**src/rtl/serial_subtractor.sv**
```systemverilog
// Bit-serial subtractor: diff = a - b - bin, LSB first, one bit per clock.
// Optional signed-overflow output enabled by defining SERIAL_SUB_OVF_EN.
module serial_subtractor #(
    parameter int WIDTH = 4
) (
    input  logic             clk,
    input  logic             rst,
    input  logic             start,
    input  logic [WIDTH-1:0] a,
    input  logic [WIDTH-1:0] b,
    input  logic             bin,
    output logic             ready,
    output logic             busy,
    output logic             done,
    output logic [WIDTH-1:0] diff,
    output logic             borrow
`ifdef SERIAL_SUB_OVF_EN
    ,
    output logic             ovf
`endif
);

    localparam int CW = $clog2(WIDTH);

    typedef enum logic [1:0] {
        S_IDLE  = 2'd0,
        S_SHIFT = 2'd1,
        S_DONE  = 2'd2
    } state_t;

    // Full-subtractor difference bit.
    function automatic logic sub_diff_bit(input logic x, input logic y, input logic br);
        return x ^ y ^ br;
    endfunction

    // Full-subtractor borrow-out.
    function automatic logic sub_borrow_bit(input logic x, input logic y, input logic br);
        return (~x & y) | (~(x ^ y) & br);
    endfunction

    state_t           state_r, state_next_s;
    logic [WIDTH-1:0] a_sh_r, b_sh_r, part_r, diff_r;
    logic [CW-1:0]    cnt_r;
    logic             br_r, borrow_r, ready_r, busy_r, done_r;
    logic             d_s, br_next_s, last_s;
    logic [WIDTH-1:0] part_next_s;
`ifdef SERIAL_SUB_OVF_EN
    logic             ovf_r;
`endif

    // Bit-slice datapath for the current SHIFT step.
    always_comb begin
        d_s         = sub_diff_bit(a_sh_r[0], b_sh_r[0], br_r);
        br_next_s   = sub_borrow_bit(a_sh_r[0], b_sh_r[0], br_r);
        part_next_s = {d_s, part_r[WIDTH-1:1]};
        last_s      = (cnt_r == CW'(WIDTH - 1));
    end

    // Next-state logic; DONE always lasts a single cycle.
    always_comb begin
        state_next_s = state_r;
        case (state_r)
            S_IDLE: begin
                if (start) begin
                    state_next_s = S_SHIFT;
                end else begin
                    state_next_s = S_IDLE;
                end
            end
            S_SHIFT: begin
                if (last_s) begin
                    state_next_s = S_DONE;
                end else begin
                    state_next_s = S_SHIFT;
                end
            end
            S_DONE:  state_next_s = S_IDLE;
            default: state_next_s = S_IDLE;
        endcase
    end

    // State, status flags and datapath registers.
    always_ff @(posedge clk) begin
        if (rst) begin
            state_r  <= S_IDLE;
            ready_r  <= 1'b1;
            busy_r   <= 1'b0;
            done_r   <= 1'b0;
            a_sh_r   <= '0;
            b_sh_r   <= '0;
            part_r   <= '0;
            cnt_r    <= '0;
            br_r     <= 1'b0;
            diff_r   <= '0;
            borrow_r <= 1'b0;
`ifdef SERIAL_SUB_OVF_EN
            ovf_r    <= 1'b0;
`endif
        end else begin
            state_r <= state_next_s;
            ready_r <= (state_next_s == S_IDLE);
            busy_r  <= (state_next_s == S_SHIFT);
            done_r  <= (state_next_s == S_DONE);
            case (state_r)
                S_IDLE: begin
                    if (start) begin
                        a_sh_r <= a;
                        b_sh_r <= b;
                        br_r   <= bin;
                        cnt_r  <= '0;
                    end
                end
                S_SHIFT: begin
                    a_sh_r <= {1'b0, a_sh_r[WIDTH-1:1]};
                    b_sh_r <= {1'b0, b_sh_r[WIDTH-1:1]};
                    part_r <= part_next_s;
                    br_r   <= br_next_s;
                    cnt_r  <= cnt_r + CW'(1);
                    // Publish only on the final bit so diff/borrow are never partial.
                    if (last_s) begin
                        diff_r   <= part_next_s;
                        borrow_r <= br_next_s;
`ifdef SERIAL_SUB_OVF_EN
                        ovf_r    <= br_r ^ br_next_s;
`endif
                    end
                end
                default: ;
            endcase
        end
    end

    assign ready  = ready_r;
    assign busy   = busy_r;
    assign done   = done_r;
    assign diff   = diff_r;
    assign borrow = borrow_r;
`ifdef SERIAL_SUB_OVF_EN
    assign ovf    = ovf_r;
`endif

endmodule
```
**config.mk**
```make
export PLATFORM = sky130hd
export DESIGN_NAME = serial_subtractor
export DESIGN_NICKNAME = d
export VERILOG_FILES = /design/src/rtl/serial_subtractor.sv
export SDC_FILE = /design/constraint.sdc
export NUM_CORES = 1
export LEC_CHECK = 0
export ABC_AREA = 1
export CORE_AREA = 3 3 54 56
export CTS_CLUSTER_DIAMETER = 40
export DETAILED_ROUTE_END_ITERATION = 8
export DIE_AREA = 0 0 57 59
export GPL_ROUTABILITY_DRIVEN = 0
export GPL_TIMING_DRIVEN = 0
export HOLD_SLACK_MARGIN = 0.08
export PLACE_DENSITY = 0.59
export SLEW_MARGIN = 30
export SYNTH_ARGS = -nofsm -noshare
export SYNTH_HDL_FRONTEND = slang
export SYNTH_SLANG_ARGS = --single-unit
```
**constraint.sdc**
```tcl
create_clock -name clk -period 2.3 [get_ports clk]
set_input_delay 0.23 -clock clk [delete_from_list [all_inputs] [get_ports clk]]
set_output_delay 0.23 -clock clk [all_outputs]
set_load 0.02 [all_outputs]
```
==> results.txt, run 1 <==
Share of the synthesized area in the top cell type -> 49.0%
Final Cell Area -> 1260 µm²
Worst-margin pin slew -> 0.454 ns
Met1 Track Usage GR -> 14.9%
H-tree levels -> 1
Die height -> 59 µm
Final worst path period need -> 1.50 ns
Synthesis-to-finish area growth -> 28.6%
Setup repair after global routing missed its margin -> false
Critical path's slowest cell -> clkdlybuf4s50_1
Starting Density -> 39.5%
Ant. Diodes -> 0
Final setup margin -> 0.803 ns
Worst setup SP type -> register
CTS Hold Buffers Added -> 0
Critical Path End Type -> output pin
Root buffer selected by CTS -> clkbuf_4
P_leak -> 0.571 nW
Crit Path Class -> register to output pin
Gr busiest metal -> met2
Layout Nets -> 173
Yosys top cell by area -> dfxtp_1
Clock skew -> 0.00195 ns
Tcrit/Tclk final -> 65.1%
Switching Share -> 23.0%
Critical path's top delay family -> buffers and inverters
Worst-path cell chain -> clkdlybuf4s50_1
First-pass GRT wire length -> 3530 µm
Synth Register Bits -> 24
Peak VDD IR -> 496 µV
Met3 usage -> 3.92%
Slowest cell delay on critical path -> 0.60 ns
Die Area -> 3360 µm²
Seq/Total Area, Yosys -> 49.0%
CORE AREA -> 2480 µm²
CTS Sinks -> 24
Logic pwr share -> 13.5%
CTS tree -> done
Fin. max-slew vios -> 0
Endpoints failing hold -> 0
Post-cts resize count -> 0
Max Cap Violations -> 0
Worst slack, placed -> 0.766 ns
Vias in the first global route -> 861
Synth Warn # -> 0
Slew HR -> 69.6%
WP data required -> 2.07 ns
Via density -> 4.73
Syn Inst Count -> 135
Gr ovfl total -> 0
First DRT Iteration DRCs -> 18
Net Count, Synth -> 149
Drt total wl -> 2010 µm
Clock-pin slew on the worst setup and hold paths -> 0.13 ns
Most common cell after layout, fill and taps aside -> nor2_1
Buf/Inv on CP -> 1
Die W -> 57 µm
Postcts setup bufs -> 0
Ranking of synthesized cells by area -> dfxtp_1, nor2_1, inv_1, nand2_1, o21ai_0
DP Area -> 1210 µm²
Num rows -> 18
Mapped Area -> 980 µm²
Worst-path fanout max -> 2
Int Power -> 0.671 mW
Num CTS Buffers -> 3
Clk_lat worst skew -> 0.31 ns
I/O Buffers -> 19
Largest net degree at the start of global routing -> 15
Setup TNS -> 0 ns
Run status -> complete, no violations
Net Sw Power -> 0.201 mW
Antenna violations before repair -> 0
Residual DRC -> 0
Seq pwr share -> 52.0%
Fmax achieved -> 668 MHz
Antenna Nets Post-Route -> 0
Met2 Usage GRT -> 25.3%
I/O pin total -> 20
Clk pwr share -> 34.5%
Most frequent cells in the layout -> nor2_1, dfxtp_1, inv_1
Layout cell share with drive strength beyond 1 -> 4.43%
PD cells -> 692 nW/µm²
Count of final setup violators -> 0
Vias after detailed routing -> 889
Hpwl dp -> 1420 µm
Worst EP arrival -> 1.27 ns
Synth cell types -> 13
Tot GR Track Use -> 13.3%
Total iterations of the first detailed-routing run -> 4
Avg Synthesized Cell Area -> 7.26 µm²
Worst Hold Class -> primary input to register
Clock Tree Buf Depth -> 2
Drt wl/cell -> 10.7 µm
per-stage QoR:
stage / cells / utilization, % / total power [mW] / hold slack, ns
2_1_floorplan: 135 / - / 0.534 / 0.299
3_3_place_gp: 184 / 48.7 / 0.578 / 0.446
3_5_place_dp: 184 / 48.7 / 0.580 / 0.449
4_1_cts: 188 / 50.9 / 0.884 / 0.462
5_1_grt: 188 / 50.9 / 0.920 / 0.459
6_report: 188 / 50.9 / 0.871 / 0.468
power by group through the flow:
stage / Combinational (mW) / Sequential (mW) / Clock (mW)
final: 0.118 / 0.453 / 0.301
after global routing: 0.136 / 0.456 / 0.328
after CTS: 0.119 / 0.453 / 0.312
after detailed placement: 0.118 / 0.462 / 0
after global placement: 0.116 / 0.462 / 0
after floorplan: 0.0713 / 0.463 / 0
cells in the mapped netlist:
master / n
a21oi_1: 10
dfxtp_1: 24
o21ai_0: 14
inv_1: 22
fa_1: 1
nand2_1: 19
buf_2: 1
nor2_1: 33
o21a_1: 2
buf_6: 1
nand3_1: 6
buf_4: 1
ha_1: 1
state kept, by name (all words and copies together) (netlist names):
register / flops
a_sh_r: 4
cnt_r: 2
borrow: 1
ready: 1
b_sh_r: 4
state_r: 2
part_r: 3
busy: 1
done: 1
br_r: 1
diff: 4
worst paths after layout:
path	from	endpoint	slack (ns)	depth (start not counted)
max	borrow$_SDFFE_PP0P_	borrow	0.80	1
min	b[3]	b_sh_r[3]$_SDFFE_PP0P_	0.47	3
max reg2reg	state_r[0]$_SDFF_PP0_	diff[0]$_SDFFE_PP0P_	0.94	5
min reg2reg	cnt_r[0]$_SDFFE_PP0P_	cnt_r[0]$_SDFFE_PP0P_	0.48	1
cell type report:
class                   instances  area [µm²]
multi-input cells              86         393
clock buffers                   3        22.5
well taps                      30        37.5
plain buffers                   3        23.8
repair buffers                 19         190
flip-flops and latches         24         480
fillers                       271        1220
inverters                      22        82.6
clock inverters                 1        30.0
per-layer routing:
layer	vias up	share of wire, %
met3	2	4.6
met2	17	49
met5	-	0
met4	0	0.75
met1	406	46
li1	464	-
cell families (layout without fill, tap and decap cells):
kind of cell / after synthesis / count (layout) / share of synthesized area, %
buffers and inverters: 25 / 48 / 10.9
AND/OR/NAND/NOR: 58 / 58 / 23.0
AO/OA/AOI/OAI: 26 / 26 / 13.8
adder cells (fa/ha/maj): 2 / 2 / 3.32
flip-flops: 24 / 24 / 49.0
Power figures use the tool's default switching activity.
==> run 2: changes to the inputs <==
Settings changed: PLACE_DENSITY 0.59 to 0.61.
Clock period 2.3 ns to 1.2 ns, I/O delays scaled along.
==> run 2 against run 1 <==
Against the previous run: highest routed layer unchanged; count of clock-buffer cells in the layout is the same; setup slack lost 0.73 ns; sequential power grew 92%; critical path depth grew 5; worst hold slack lost 0.098 ns; largest cell class unchanged; final area grew 2.2%; clock skew shrank 0.0011 ns; critical endpoint is now b_sh_r[0]$_SDFFE_PP0P_; flip-flop and latch count is the same; cell count is the same; via count shrank 3.8%; die area is the same; power grew 66%.
==> results.txt, run 2 (synthesized netlist as in run 1, its figures left out) <==
Int Power -> 1.07 mW
Worst setup SP type -> register
First DRT Iteration DRCs -> 31
Met2 Usage GRT -> 20.6%
Met3 usage -> 3.05%
Starting Density -> 39.5%
WP data required -> 1.41 ns
Setup TNS -> 0 ns
Critical Path End Type -> register
Clk pwr share -> 23.1%
Final std cells w/o fill -> 188
Critical path's top delay family -> flip-flops
Hpwl dp -> 1390 µm
Final worst path period need -> 1.13 ns
Drt wl/cell -> 10.1 µm
CORE AREA -> 2480 µm²
Slowest cell delay on critical path -> 0.39 ns
P_leak -> 0.601 nW
Buf/Inv on CP -> 3
Worst hold stages -> 3
Root buffer selected by CTS -> clkbuf_4
Layout Nets -> 174
Setup repair after global routing missed its margin -> false
Most frequent cells in the layout -> nor2_1, inv_1, dfxtp_1
CTS tree -> done
Antenna violations before repair -> 0
Worst-path cell chain -> inv_2 > nand2_4 > buf_6 > buf_6 > a21oi_1 > nor2_1
Fin. max-slew vios -> 0
Endpoints failing hold -> 0
First-pass GRT wire length -> 3340 µm
I/O Buffers -> 19
Largest net degree at the start of global routing -> 13
I/O pin total -> 20
Synthesis-to-finish area growth -> 31.4%
Worst EP arrival -> 1.34 ns
Total iterations of the first detailed-routing run -> 4
Die W -> 57 µm
Layout cell share with drive strength beyond 1 -> 15.8%
Fillers -> 257
Crit Path Class -> register to register
Worst-margin pin slew -> 0.252 ns
Clock skew -> 0.000881 ns
Via density -> 4.55
Net Sw Power -> 0.374 mW
Antenna Nets Post-Route -> 0
Run status -> complete, no violations
Drt total wl -> 1910 µm
Die height -> 59 µm
Max Cap Violations -> 0
CTS Sinks -> 24
Fmax achieved -> 886 MHz
CTS Hold Buffers Added -> 0
Slew HR -> 83.2%
Ant. Diodes -> 0
Area of the multi-input gates -> 440 µm²
Residual DRC -> 0
Critical Path Stages -> 6
Peak VDD IR -> 763 µV
Die Area -> 3360 µm²
Most common cell after layout, fill and taps aside -> nor2_1
PD cells -> 1130 nW/µm²
Critical path's slowest cell -> dfxtp_4
Logic pwr share -> 16.9%
Fin util -> 52.0%
Switching Share -> 25.8%
Clock-pin slew on the worst setup and hold paths -> 0.12 ns
Clk_lat worst skew -> 0.30 ns
CP dominant cell by count -> buf_6
Met1 Track Usage GR -> 16.1%
Tcrit/Tclk final -> 94.1%
Storage cell area -> 489 µm²
R2R cell count -> 6
Seq pwr share -> 60.0%
Vias after detailed routing -> 855
Gr busiest metal -> met2
Num rows -> 18
Worst Hold Class -> primary input to register
H-tree levels -> 1
Worst-path fanout max -> 10
Clock Tree Buf Depth -> 2
Placed cell count -> 184
Count of final setup violators -> 0
Tot GR Track Use -> 12.7%
Num CTS Buffers -> 3
Vias in the first global route -> 789
Gr ovfl total -> 0
==> run 2: changes by cell type in the layout (fill, tap and decap cells not counted), moves of 3 or more <==
cell	change
clkdlybuf4s50_1	-8
dfxtp_1	-5
o21ai_1	+3
dlygate4sd2_1	+8
nand2_1	-5
nor2_1	-4
dfxtp_2	+4
nand2_2	+3
o21ai_0	-3
==> run 2: worst reg2reg max path: stages (launching register included) <==
cell,delay (ns)
dfxtp_4,0.39
inv_2,0.08
nand2_4,0.08
buf_6,0.15
buf_6,0.14
a21oi_1,0.15
nor2_1,0.05
==> run 2: power groups by stage <==
stage	Combinational (mW)	Sequential, mW	Clock [mW]
6_report	0.244	0.870	0.335
5_1_grt	0.280	0.876	0.382
2_1_floorplan	0.137	0.888	0
3_3_place_gp	0.222	0.884	0
3_5_place_dp	0.225	0.886	0
4_1_cts	0.224	0.868	0.355
==> run 2: per-layer routing <==
metal  share of wire, %  routed length (µm)
met5                  0                   0
met1                 48                 922
met2                 45                 867
met3                5.1                  98
met4               0.94                  18
==> run 2: path summary, 6_finish.rpt <==
path | endpoint | from | slack, ns
setup / recovery | b_sh_r[0]$_SDFFE_PP0P_ | state_r[1]$_SDFF_PP0_ | 0.07
hold / removal | b_sh_r[3]$_SDFFE_PP0P_ | b[3] | 0.37
setup reg to reg | b_sh_r[0]$_SDFFE_PP0P_ | state_r[1]$_SDFF_PP0_ | 0.07
hold reg to reg | diff[3]$_SDFFE_PP0P_ | diff[3]$_SDFFE_PP0P_ | 0.48
==> run 2: metrics by stage <==
| step | area (µm²) | hold WS, ns | total power [mW] | worst slack, ns |
|---|---|---|---|---|
| 5_1_grt | 1290 | 0.366 | 1.54 | 0.0111 |
| 2_1_floorplan | 980 | 0.189 | 1.02 | 0.0846 |
| 3_5_place_dp | 1210 | 0.458 | 1.11 | -0.243 |
| 4_1_cts | 1230 | 0.363 | 1.45 | 0.0204 |
| 6_report | 1290 | 0.369 | 1.45 | 0.0712 |
| 3_3_place_gp | 1210 | 0.445 | 1.11 | -0.190 |
==> run 2: cell type report <==
cell class              count  share of cell area, %
clock buffers               3                   1.75
inverters                  22                   6.41
well taps                  30                   2.92
multi-input cells          86                   34.2
plain buffers               3                   2.14
repair buffers             20                   14.6
flip-flops and latches     24                   38.0
==> run 2: what timing repair did <==
item	4_1_cts	5_1_grt
endpoints found under the setup margin	18	19
gates resized for setup	12	23
setup buffers	0	1
